<file path="src/rtl/time_offset_calc_if.sv">
`default_nettype none
// ============================================================================
//  Module      : time_offset_calc_if
//  Description : Sync-sample bus for time_offset_calc.
//                master modport : the sample source that drives the sample in
//                                 and consumes the offset write.
//                slave modport  : time_offset_calc.
//  Signals     : i_sync_valid     one-cycle strobe, sample present
//                iv_master_time   [47:7] us, [6:0] 8 ns cycles 0..124
//                iv_rx_timestamp  local time at frame receive, same format
//                iv_path_delay    [23:7] us, [6:0] cycles 0..124
//                ov_time_offset   [48] sign (0 add, 1 subtract), [47:0] magnitude
//                o_time_offset_wr one-cycle strobe qualifying ov_time_offset
//  Revision    : 1.0 - initial release
// ============================================================================
interface time_offset_calc_if;
  logic        i_sync_valid;
  logic [47:0] iv_master_time;
  logic [47:0] iv_rx_timestamp;
  logic [23:0] iv_path_delay;
  logic [48:0] ov_time_offset;
  logic        o_time_offset_wr;

  modport master (
    output i_sync_valid, iv_master_time, iv_rx_timestamp, iv_path_delay,
    input  ov_time_offset, o_time_offset_wr
  );

  modport slave (
    input  i_sync_valid, iv_master_time, iv_rx_timestamp, iv_path_delay,
    output ov_time_offset, o_time_offset_wr
  );
endinterface
`default_nettype wire

</file>
<file path="src/rtl/time_offset_calc.sv">
`default_nettype none
// ============================================================================
//  Module      : time_offset_calc
//  Description : Computes the signed offset D = (master + path_delay) - rx for
//                the time-sync block. Timestamps are mixed radix: upper field
//                in microseconds, low 7 bits in 8 ns cycles (0..124).
//                Pipeline: IDLE -> ADD -> SUB -> OUT, one cycle each, so a
//                sample strobed at cycle N is written at cycle N+3.
//  Ports       : i_clk        125 MHz system clock
//                i_rst_n      asynchronous active-low reset
//                sync_bus     time_offset_calc_if.slave (sample in, offset out)
//                o_busy       high while a sample is in flight (ADD/SUB/OUT)
//                ov_sync_cnt  offsets written, wraps
//                ov_drop_cnt  samples dropped, wraps
//  Options     : `define TIME_OFFSET_DEADBAND_EN to suppress (and count as
//                dropped) non-zero offsets below DEADBAND_CYCLES cycles.
//  Revision    : 1.0 - initial release
// ============================================================================
module time_offset_calc #(
  parameter int DEADBAND_CYCLES = 2
) (
  input  logic                i_clk,
  input  logic                i_rst_n,
  time_offset_calc_if.slave   sync_bus,
  output logic                o_busy,
  output logic [15:0]         ov_sync_cnt,
  output logic [15:0]         ov_drop_cnt
);

  localparam logic [6:0] c_deadband = 7'(DEADBAND_CYCLES);

  typedef enum logic [1:0] {
    ST_IDLE = 2'd0,
    ST_ADD  = 2'd1,
    ST_SUB  = 2'd2,
    ST_OUT  = 2'd3
  } state_t;

  state_t      r_state;
  logic [47:0] r_master;
  logic [47:0] r_rx;
  logic [23:0] r_delay;
  logic [47:0] r_t;
  logic [48:0] r_time_offset;
  logic        r_time_offset_wr;

  // ---------------- ADD stage: T = master + path_delay ----------------------
  logic [7:0]  w_add_sum;
  logic        w_add_carry;
  logic [6:0]  w_add_lo;
  logic [40:0] w_add_hi;

  assign w_add_sum   = {1'b0, r_master[6:0]} + {1'b0, r_delay[6:0]};
  assign w_add_carry = (w_add_sum >= 8'd125);
  assign w_add_lo    = w_add_carry ? 7'(w_add_sum - 8'd125) : w_add_sum[6:0];
  // Microsecond field wraps naturally at 41 bits.
  assign w_add_hi    = r_master[47:7] + {24'd0, r_delay[23:7]} + {40'd0, w_add_carry};

  // ---------------- SUB stage: D = T - rx as sign/magnitude -----------------
  // Low fields are always < 125, so a plain compare of the packed words is the
  // same as comparing the microsecond field first and then the cycle field.
  logic        w_t_ge;
  logic [47:0] w_min;
  logic [47:0] w_sub;
  logic        w_borrow;
  logic [6:0]  w_mag_lo;
  logic [40:0] w_mag_hi;
  logic [47:0] w_mag;
  logic        w_mag_zero;
  logic        w_deadband;

  assign w_t_ge     = (r_t >= r_rx);
  assign w_min      = w_t_ge ? r_t  : r_rx;
  assign w_sub      = w_t_ge ? r_rx : r_t;
  assign w_borrow   = (w_min[6:0] < w_sub[6:0]);
  assign w_mag_lo   = 7'({1'b0, w_min[6:0]} + (w_borrow ? 8'd125 : 8'd0) - {1'b0, w_sub[6:0]});
  assign w_mag_hi   = w_min[47:7] - w_sub[47:7] - {40'd0, w_borrow};
  assign w_mag      = {w_mag_hi, w_mag_lo};
  assign w_mag_zero = (w_mag == 48'd0);

`ifdef TIME_OFFSET_DEADBAND_EN
  // Zero offsets are handled by the zero-suppress path and are not counted.
  assign w_deadband = !w_mag_zero && (w_mag_hi == 41'd0) && (w_mag_lo < c_deadband);
`else
  logic w_unused_deadband;
  assign w_unused_deadband = ^c_deadband;
  assign w_deadband        = 1'b0;
`endif

  // ---------------- Drop accounting ----------------------------------------
  logic       w_in_bad;
  logic       w_drop_sample;
  logic       w_drop_deadband;
  logic [1:0] w_drop_inc;

  assign w_in_bad        = (sync_bus.iv_master_time[6:0]  > 7'd124) ||
                           (sync_bus.iv_rx_timestamp[6:0] > 7'd124) ||
                           (sync_bus.iv_path_delay[6:0]   > 7'd124);
  // A valid is lost if it is malformed or arrives while a sample is in flight.
  assign w_drop_sample   = sync_bus.i_sync_valid && ((r_state != ST_IDLE) || w_in_bad);
  assign w_drop_deadband = (r_state == ST_SUB) && w_deadband;
  // Both sources can fire in the same SUB cycle.
  assign w_drop_inc      = {1'b0, w_drop_sample} + {1'b0, w_drop_deadband};

  // ---------------- FSM and registered outputs -----------------------------
  always_ff @(posedge i_clk or negedge i_rst_n) begin
    if (!i_rst_n) begin
      r_state          <= ST_IDLE;
      r_master         <= 48'd0;
      r_rx             <= 48'd0;
      r_delay          <= 24'd0;
      r_t              <= 48'd0;
      r_time_offset    <= 49'd0;
      r_time_offset_wr <= 1'b0;
      o_busy           <= 1'b0;
      ov_sync_cnt      <= 16'd0;
      ov_drop_cnt      <= 16'd0;
    end else begin
      r_time_offset_wr <= 1'b0;
      ov_drop_cnt      <= ov_drop_cnt + {14'd0, w_drop_inc};
      case (r_state)
        ST_IDLE: begin
          if (sync_bus.i_sync_valid && !w_in_bad) begin
            r_master <= sync_bus.iv_master_time;
            r_rx     <= sync_bus.iv_rx_timestamp;
            r_delay  <= sync_bus.iv_path_delay;
            o_busy   <= 1'b1;
            r_state  <= ST_ADD;
          end
        end
        ST_ADD: begin
          r_t     <= {w_add_hi, w_add_lo};
          r_state <= ST_SUB;
        end
        ST_SUB: begin
          // Outputs are loaded on entry to OUT so the strobe is seen in OUT.
          if (!w_mag_zero && !w_deadband) begin
            r_time_offset    <= {~w_t_ge, w_mag};
            r_time_offset_wr <= 1'b1;
            ov_sync_cnt      <= ov_sync_cnt + 16'd1;
          end
          r_state <= ST_OUT;
        end
        ST_OUT: begin
          o_busy  <= 1'b0;
          r_state <= ST_IDLE;
        end
        default: begin
          o_busy  <= 1'b0;
          r_state <= ST_IDLE;
        end
      endcase
    end
  end

  assign sync_bus.ov_time_offset   = r_time_offset;
  assign sync_bus.o_time_offset_wr = r_time_offset_wr;

endmodule
`default_nettype wire

</file>
<file path="src/flat_wrapper.sv">
// flat-port wrapper written by rule: the top's interface ports become plain ports
module time_offset_calc_flat 
#(
  parameter int DEADBAND_CYCLES = 2
)
  (i_clk, i_rst_n, o_busy, ov_sync_cnt, ov_drop_cnt, sync_bus_i_sync_valid, sync_bus_iv_master_time, sync_bus_iv_rx_timestamp, sync_bus_iv_path_delay, sync_bus_ov_time_offset, sync_bus_o_time_offset_wr);
  time_offset_calc_if sync_bus_i ();
  input  logic i_clk;
  input  logic i_rst_n;
  output logic o_busy;
  output logic [15:0] ov_sync_cnt;
  output logic [15:0] ov_drop_cnt;
  input wire logic [$bits(sync_bus_i.i_sync_valid)-1:0] sync_bus_i_sync_valid;
  input wire logic [$bits(sync_bus_i.iv_master_time)-1:0] sync_bus_iv_master_time;
  input wire logic [$bits(sync_bus_i.iv_rx_timestamp)-1:0] sync_bus_iv_rx_timestamp;
  input wire logic [$bits(sync_bus_i.iv_path_delay)-1:0] sync_bus_iv_path_delay;
  output wire logic [$bits(sync_bus_i.ov_time_offset)-1:0] sync_bus_ov_time_offset;
  output wire logic [$bits(sync_bus_i.o_time_offset_wr)-1:0] sync_bus_o_time_offset_wr;
  assign sync_bus_i.i_sync_valid = sync_bus_i_sync_valid;
  assign sync_bus_i.iv_master_time = sync_bus_iv_master_time;
  assign sync_bus_i.iv_rx_timestamp = sync_bus_iv_rx_timestamp;
  assign sync_bus_i.iv_path_delay = sync_bus_iv_path_delay;
  assign sync_bus_ov_time_offset = sync_bus_i.ov_time_offset;
  assign sync_bus_o_time_offset_wr = sync_bus_i.o_time_offset_wr;
  time_offset_calc #(.DEADBAND_CYCLES(DEADBAND_CYCLES)) u_core (.i_clk(i_clk), .i_rst_n(i_rst_n), .sync_bus(sync_bus_i), .o_busy(o_busy), .ov_sync_cnt(ov_sync_cnt), .ov_drop_cnt(ov_drop_cnt));
endmodule
</file>
<file path="config.mk">
export PLATFORM = sky130hd
export DESIGN_NAME = time_offset_calc_flat
export DESIGN_NICKNAME = d
export VERILOG_FILES = /design/src/rtl/time_offset_calc_if.sv /design/src/rtl/time_offset_calc.sv /design/src/flat_wrapper.sv
export SDC_FILE = /design/constraint.sdc
export NUM_CORES = 1
export LEC_CHECK = 0
export ABC_AREA = 1
export BUFFER_PORTS_ARGS = -buffer_cell sky130_fd_sc_hd__buf_2
export CELL_PAD_IN_SITES_DETAIL_PLACEMENT = 0
export CELL_PAD_IN_SITES_GLOBAL_PLACEMENT = 1
export CORE_MARGIN = 2
export CORE_UTILIZATION = 25
export CTS_CLUSTER_DIAMETER = 200
export CTS_CLUSTER_SIZE = 40
export DETAILED_ROUTE_END_ITERATION = 10
export PLACE_DENSITY = 0.57
export SLEW_MARGIN = 20
export SYNTH_ARGS = -nofsm -noshare
export SYNTH_HDL_FRONTEND = slang
export SYNTH_SLANG_ARGS = --single-unit
</file>
<file path="constraint.sdc">
create_clock -name i_clk -period 6.8 [get_ports i_clk]
set_clock_uncertainty 0.1 [all_clocks]
set_input_delay 1.36 -clock i_clk [delete_from_list [all_inputs] [get_ports i_clk]]
set_output_delay 1.36 -clock i_clk [all_outputs]
set_load 0.02 [all_outputs]
</file>
# Yosys cells after proc, flatten, opt, wreduce, memory -nomap -nowiden
# Index checks and enable logic that the tools add are counted.
# classes
add_sub_neg,10
order_cmp,6
eq_ne,4
n_mux,10
n_bitwise,2
n_reduce_logical,13
# ops
op,count
$mux W48,2
$ge A48 B48 Y1,1
$logic_not A48 Y1,1
$add A41 B1 Y41,1
$add A41 B17 Y41,1
$sub A41 B1 Y41,1
$sub A41 B41 Y41,1
$gt A7 B7 Y1 const B,3
$add A16 B1 Y16,1
$add A16 B1 Y16 const B,1
$mux W7,2
$add A7 B7 Y8,1
$ge A8 B7 Y1 const B,1
$pmux W2 S4,1
$add A7 B7 Y7,1
$lt A7 B7 Y1,1
$sub A7 B7 Y7,1
$sub A7 B7 Y7 const B,1
$reduce_and A2 Y1,3
$eq A2 B2 Y1 const B,2
$reduce_bool A2 Y1,2
$logic_or A1 B1 Y1,3
$mux W1,3
$eq A2 B1 Y1 const B,1
7 further kinds,9
# totals
ff_bits,253
input_bits,123
output_inout_bits,83
elab_cells,55

# Logic depth before layout (Yosys ltp)
# logic_depth
word_depth,9
depth_mapped,49
ltp_nobuf,47

# Worst setup path after synthesis
# OpenSTA, ideal clock, no wires.
# synth_timing
path_kind,reg-to-reg
from,reg u_core.r_t[39]
to,reg u_core.ov_sync_cnt[0]
arrival_ns,4.957
slack_ns,1.625
stages_incl_launch_ff,43
n_path_buf,3
synth_period_minus_slack_ns,5.175
cell_sequence,dfrtp_1 ha_1 nand2_1 nor2_2 nand3_1 nor2_2 nand2_1 nor3_2 nand2_2 nand2_4 buf_6 nand2_1 o21ai_2 nor2_1 a32oi_2 nand3_2 inv_1 fa_1 (+7 left out) nand2_1 nand2_1 nand2_1 or2_1 nand2_1 nand3_1 nor2_1 nand3_1 nor2_1 nand3_1 nor2_1 nand2_1 nor2_1 nand3_1 buf_4 buf_6 nand3_1 nand2_1
# synth_via
elab_chain_cells,9
# synth_lines
element,line_no,text
start: declaration,time_offset_calc.sv:43,logic [47:0] r_t;
start signal: assignment,time_offset_calc.sv:132,"r_t <= {w_add_hi, w_add_lo};"
branches (longest 6 deep; another with $ge A48 B48 Y1),--,
$logic_not A48 Y1 (*),time_offset_calc.sv:79,assign w_mag_zero = (w_mag == 48'd0);
$not A1 Y1 (no source line) (*),--,
$reduce_and A2 Y1 (no source line) (*),--,
end signal: assignment,time_offset_calc.sv:140,ov_sync_cnt <= ov_sync_cnt + 16'd1;
end: declaration,time_offset_calc.sv:26,"output logic [15:0] ov_sync_cnt,"
# Every way passes the cells marked *.
# A chain may end at the register's enable or synchronous reset.

# Worst setup path after layout
# layout_timing
from,reg u_core.r_t[24]
to,reg u_core.r_time_offset[23] (netlist: u_core.sync_bus.ov_time_offset[23])
# layout_via
elab_chain_cells,9
# layout_lines
element,line_no,text
branches (longest 9 deep; another with $ge A48 B48 Y1),--,
end signal: assignment,time_offset_calc.sv:138,"r_time_offset <= {~w_t_ge, w_mag};"
end: declaration,time_offset_calc.sv:44,logic [48:0] r_time_offset;
# Several ways; the timed one is not identified.

==> summary.md <==
| Metric | Value |
|---|---|
| Status | finished, final reports clean |
| CTS clk-pin slew, worst paths | 150 ps |
| Core ar. | 0.0683 mm2 |
| Slew headroom | 0.437 |
| Vias in the first global route | 15200 |
| CP required | 7130 ps |
| Worst slew pin tran | 845 ps |
| Largest cells by area after synthesis | dfrtp_1 (37%), nand2_1 (11%), ha_1 (9.0%) |
| R2r setup slk | 610 ps |
| Hold path depth | 2 |
| Clock Root Buffer | clkbuf_16 |
| Number of nets with antenna violations after routing | 0 |
| Startpoint Class | register |
| Initial DRC count | 961 |
| Final #Nets | 2721 |
| # rows | 96 |
| CTS tree | yes |
| Yosys top cell area share | 0.368 |
| Die ar. | 0.0709 mm2 |
| Hold Crit Start | u_core.sync_bus.ov_time_offset[22]$_DFFE_PN0P_ |
| Via count | 15100 |
| Commonest non-fill, non-tap cell in the layout | nand2_1 |
| Final Critical Period | 6190 ps |
| Net count after synthesis | 2527 |
| Worst min path class | reg -> reg |
| Area grow syn2layout | 15.3% |
| Mapped Area | 0.0172 mm2 |
| Initial antenna violation count | 0 |
| Die Wd | 266 um |
| Arrival @ worst endpoint | 6520 ps |
| CTS Sinks | 253 |
| Setup CP Type | reg -> reg |
| Async set-reset flop share out of synthesis | 1.00 |
| Die height | 266 um |
| Dominant cell type by area after synthesis | dfrtp_1 |
| Deepest clock path buffer count | 3 |
| Final GP Congestion | 0.879 |
| Slew Limit Fails | 0 |
| Port buffer count | 205 |
| Yosys warns | 0 |
| Worst R2R Path Depth | 37 |
| First-pass GRT wire length | 88700 um |
| Clock latency on the worst-skew pair | 560 ps |
| Fmax | 0.162 GHz |
| DR pass1 iterations | 8 |
| Post-synthesis sequential area ratio | 0.368 |
| Setup TNS | 0 ps |
| H-tree levels | 1 |
| All-Layer GR Usage | 0.159 |
| I/O pin count | 206 |
| Fin crit share | 0.910 |
| Largest net degree at the start of global routing | 143 |
| Type of destination of the critical path | register |
| WP depth | 37 |
| Gr ovfl total | 0 |
| Vias per inst | 4.52 |
| WL/cell | 17.0 um |
| Commonest non-fill, non-tap cells in the layout | nand2_1 (490), inv_1 (329), dfrtp_1 (250), nor2_1 (211), buf_2 (204) |
| RSZ-0062 raised after global routing | no |
| R2r endpoint | u_core.sync_bus.ov_time_offset[23]$_DFFE_PN0P_ |
| Synthesized flop and latch total | 253 |
| # setup viols final | 0 |
| Layout cells sized above 1 | 0.151 |
| Starting Density | 0.252 |
| Post-synth top flop | dfrtp_1 |
| MaxCap Viol Count | 0 |
| Slowest stage delay, CP | 480 ps |
| Crit path buf inv count | 4 |
| Avg Inst Size Synth | 7.57 um2 |
| Library cells used by synthesis | 49 |
| CP delay by family, top | simple AND/OR/NAND/NOR gates |
| Final hold vios | 0 |
| Cells after synthesis | 2270 |
| Total Routed Length | 56900 um |
| Crit-path slowest cell | dfrtp_2 |
| Worst r2r src | u_core.r_t[24]$_DFFE_PN0N_ |
| DRC | 0 |
| WHS Endpoint | u_core.sync_bus.ov_time_offset[22]$_DFFE_PN0P_ |
| Post-synth EDFFs | 0 |
| Hpwl dp | 45700 um |
| Critical Path Fanout Max | 23 |
| # diodes | 0 |
| Hold buffers post-CTS | 0 |
| Number of buffers created by CTS | 10 |
-- area by class of cell --
class,instances,area [um2]
fillers,7534,48500
repair buffers,242,1400
multi-input cells,1624,9390
clock buffers,10,250
clock inverters,3,76.3
flip-flops and latches,253,6330
inverters,333,1250
well taps,882,1100
-- flip-flops by register name, indices dropped and copies added, names as in the netlist --
| signal | flops |
|---|---|
| u_core.sync_bus.ov_time_offset | 49 |
| u_core.r_master | 48 |
| u_core.r_rx | 48 |
| u_core.r_t | 48 |
| u_core.r_delay | 24 |
| u_core.ov_drop_cnt | 16 |
| u_core.ov_sync_cnt | 16 |
| u_core.r_state | 2 |
| u_core.o_busy | 1 |
| u_core.sync_bus.o_time_offset_wr | 1 |
-- stage by stage --
stage               hold slack, ps  setup WS [ps]  utilization  area [um2]  cells
floorplan                      353           1630            -       17200   2270
global placement               352            286        0.282       19300   3325
detailed placement             354            262        0.282       19300   3325
CTS                            383            153        0.287       19600   3338
global route                   406           17.4        0.290       19800   3347
finish                         375            610        0.290       19800   3347
-- timing repair --
item	4_1_cts	5_1_grt
resized for setup	0	25
buffers inserted	0	6
setup endpoints to repair	0	66
-- how the worst max path moves through the flow --
stage	startpoint	endpoint	slack [ps]
after global placement	u_core.r_t[23]$_DFFE_PN0N_	u_core.sync_bus.ov_time_offset[1]$_DFFE_PN0P_	290
after global routing	u_core.r_t[27]$_DFFE_PN0N_	u_core.sync_bus.ov_time_offset[29]$_DFFE_PN0P_	20
after floorplan	u_core.r_t[39]$_DFFE_PN0N_	u_core.ov_sync_cnt[0]$_DFFE_PN0P_	1630
final	u_core.r_t[24]$_DFFE_PN0N_	u_core.sync_bus.ov_time_offset[23]$_DFFE_PN0P_	610
after detailed placement	u_core.r_t[23]$_DFFE_PN0N_	u_core.sync_bus.ov_time_offset[48]$_DFFE_PN0P_	260
after CTS	u_core.r_t[23]$_DFFE_PN0N_	u_core.sync_bus.ov_time_offset[23]$_DFFE_PN0P_	150
-- worst register-to-register path: cells and delay by family (launching register included) --
| family | cells | cell delay, ps |
|---|---|---|
| AOI/OAI and AO/OA | 3 | 440 |
| buffers and inverters | 4 | 450 |
| and+or+nand+nor | 26 | 3330 |
| DFF | 1 | 480 |
| xor gates and xnor gates | 1 | 190 |
| adders and majority gates | 3 | 1100 |
-- logic make-up after synthesis --
logic type,count (synthesis),share of synthesized area
compound gates,384,0.120
xor+xnor,87,0.0443
fa+ha+maj,134,0.102
buf+inv,394,0.0923
flops,253,0.368
mux,54,0.0354
simple gates,964,0.238
-- synthesized netlist by cell type (all sizes together) (2+ instances only) --
cell type / number
nand4: 16
or2: 6
mux2: 54
nand2: 512
o21ai: 178
nand3: 160
a21boi: 4
buf: 20
a21o: 10
clkbuf: 41
a21oi: 156
xor2: 45
nor3: 29
o211ai: 5
o22ai: 2
and2: 4
nand3b: 9
nor4: 11
a31oi: 9
xnor2: 42
o21a: 8
ha: 124
o21bai: 5
inv: 332
dfrtp: 253
nor2: 216
fa: 10
-- routing by layer --
layer,up-vias,wire (um),track usage,part of all wire
met5,-,0,0,0
met4,0,646,0.0247,0.011
met3,25,1730,0.0162,0.030
met2,254,25600,0.253,0.45
met1,7118,29000,0.235,0.51
li1,7734,-,-,-
Power is left out: the tool's default activity adds up to more than one toggle a clock period on the data nets, which glitch-free logic cannot reach.
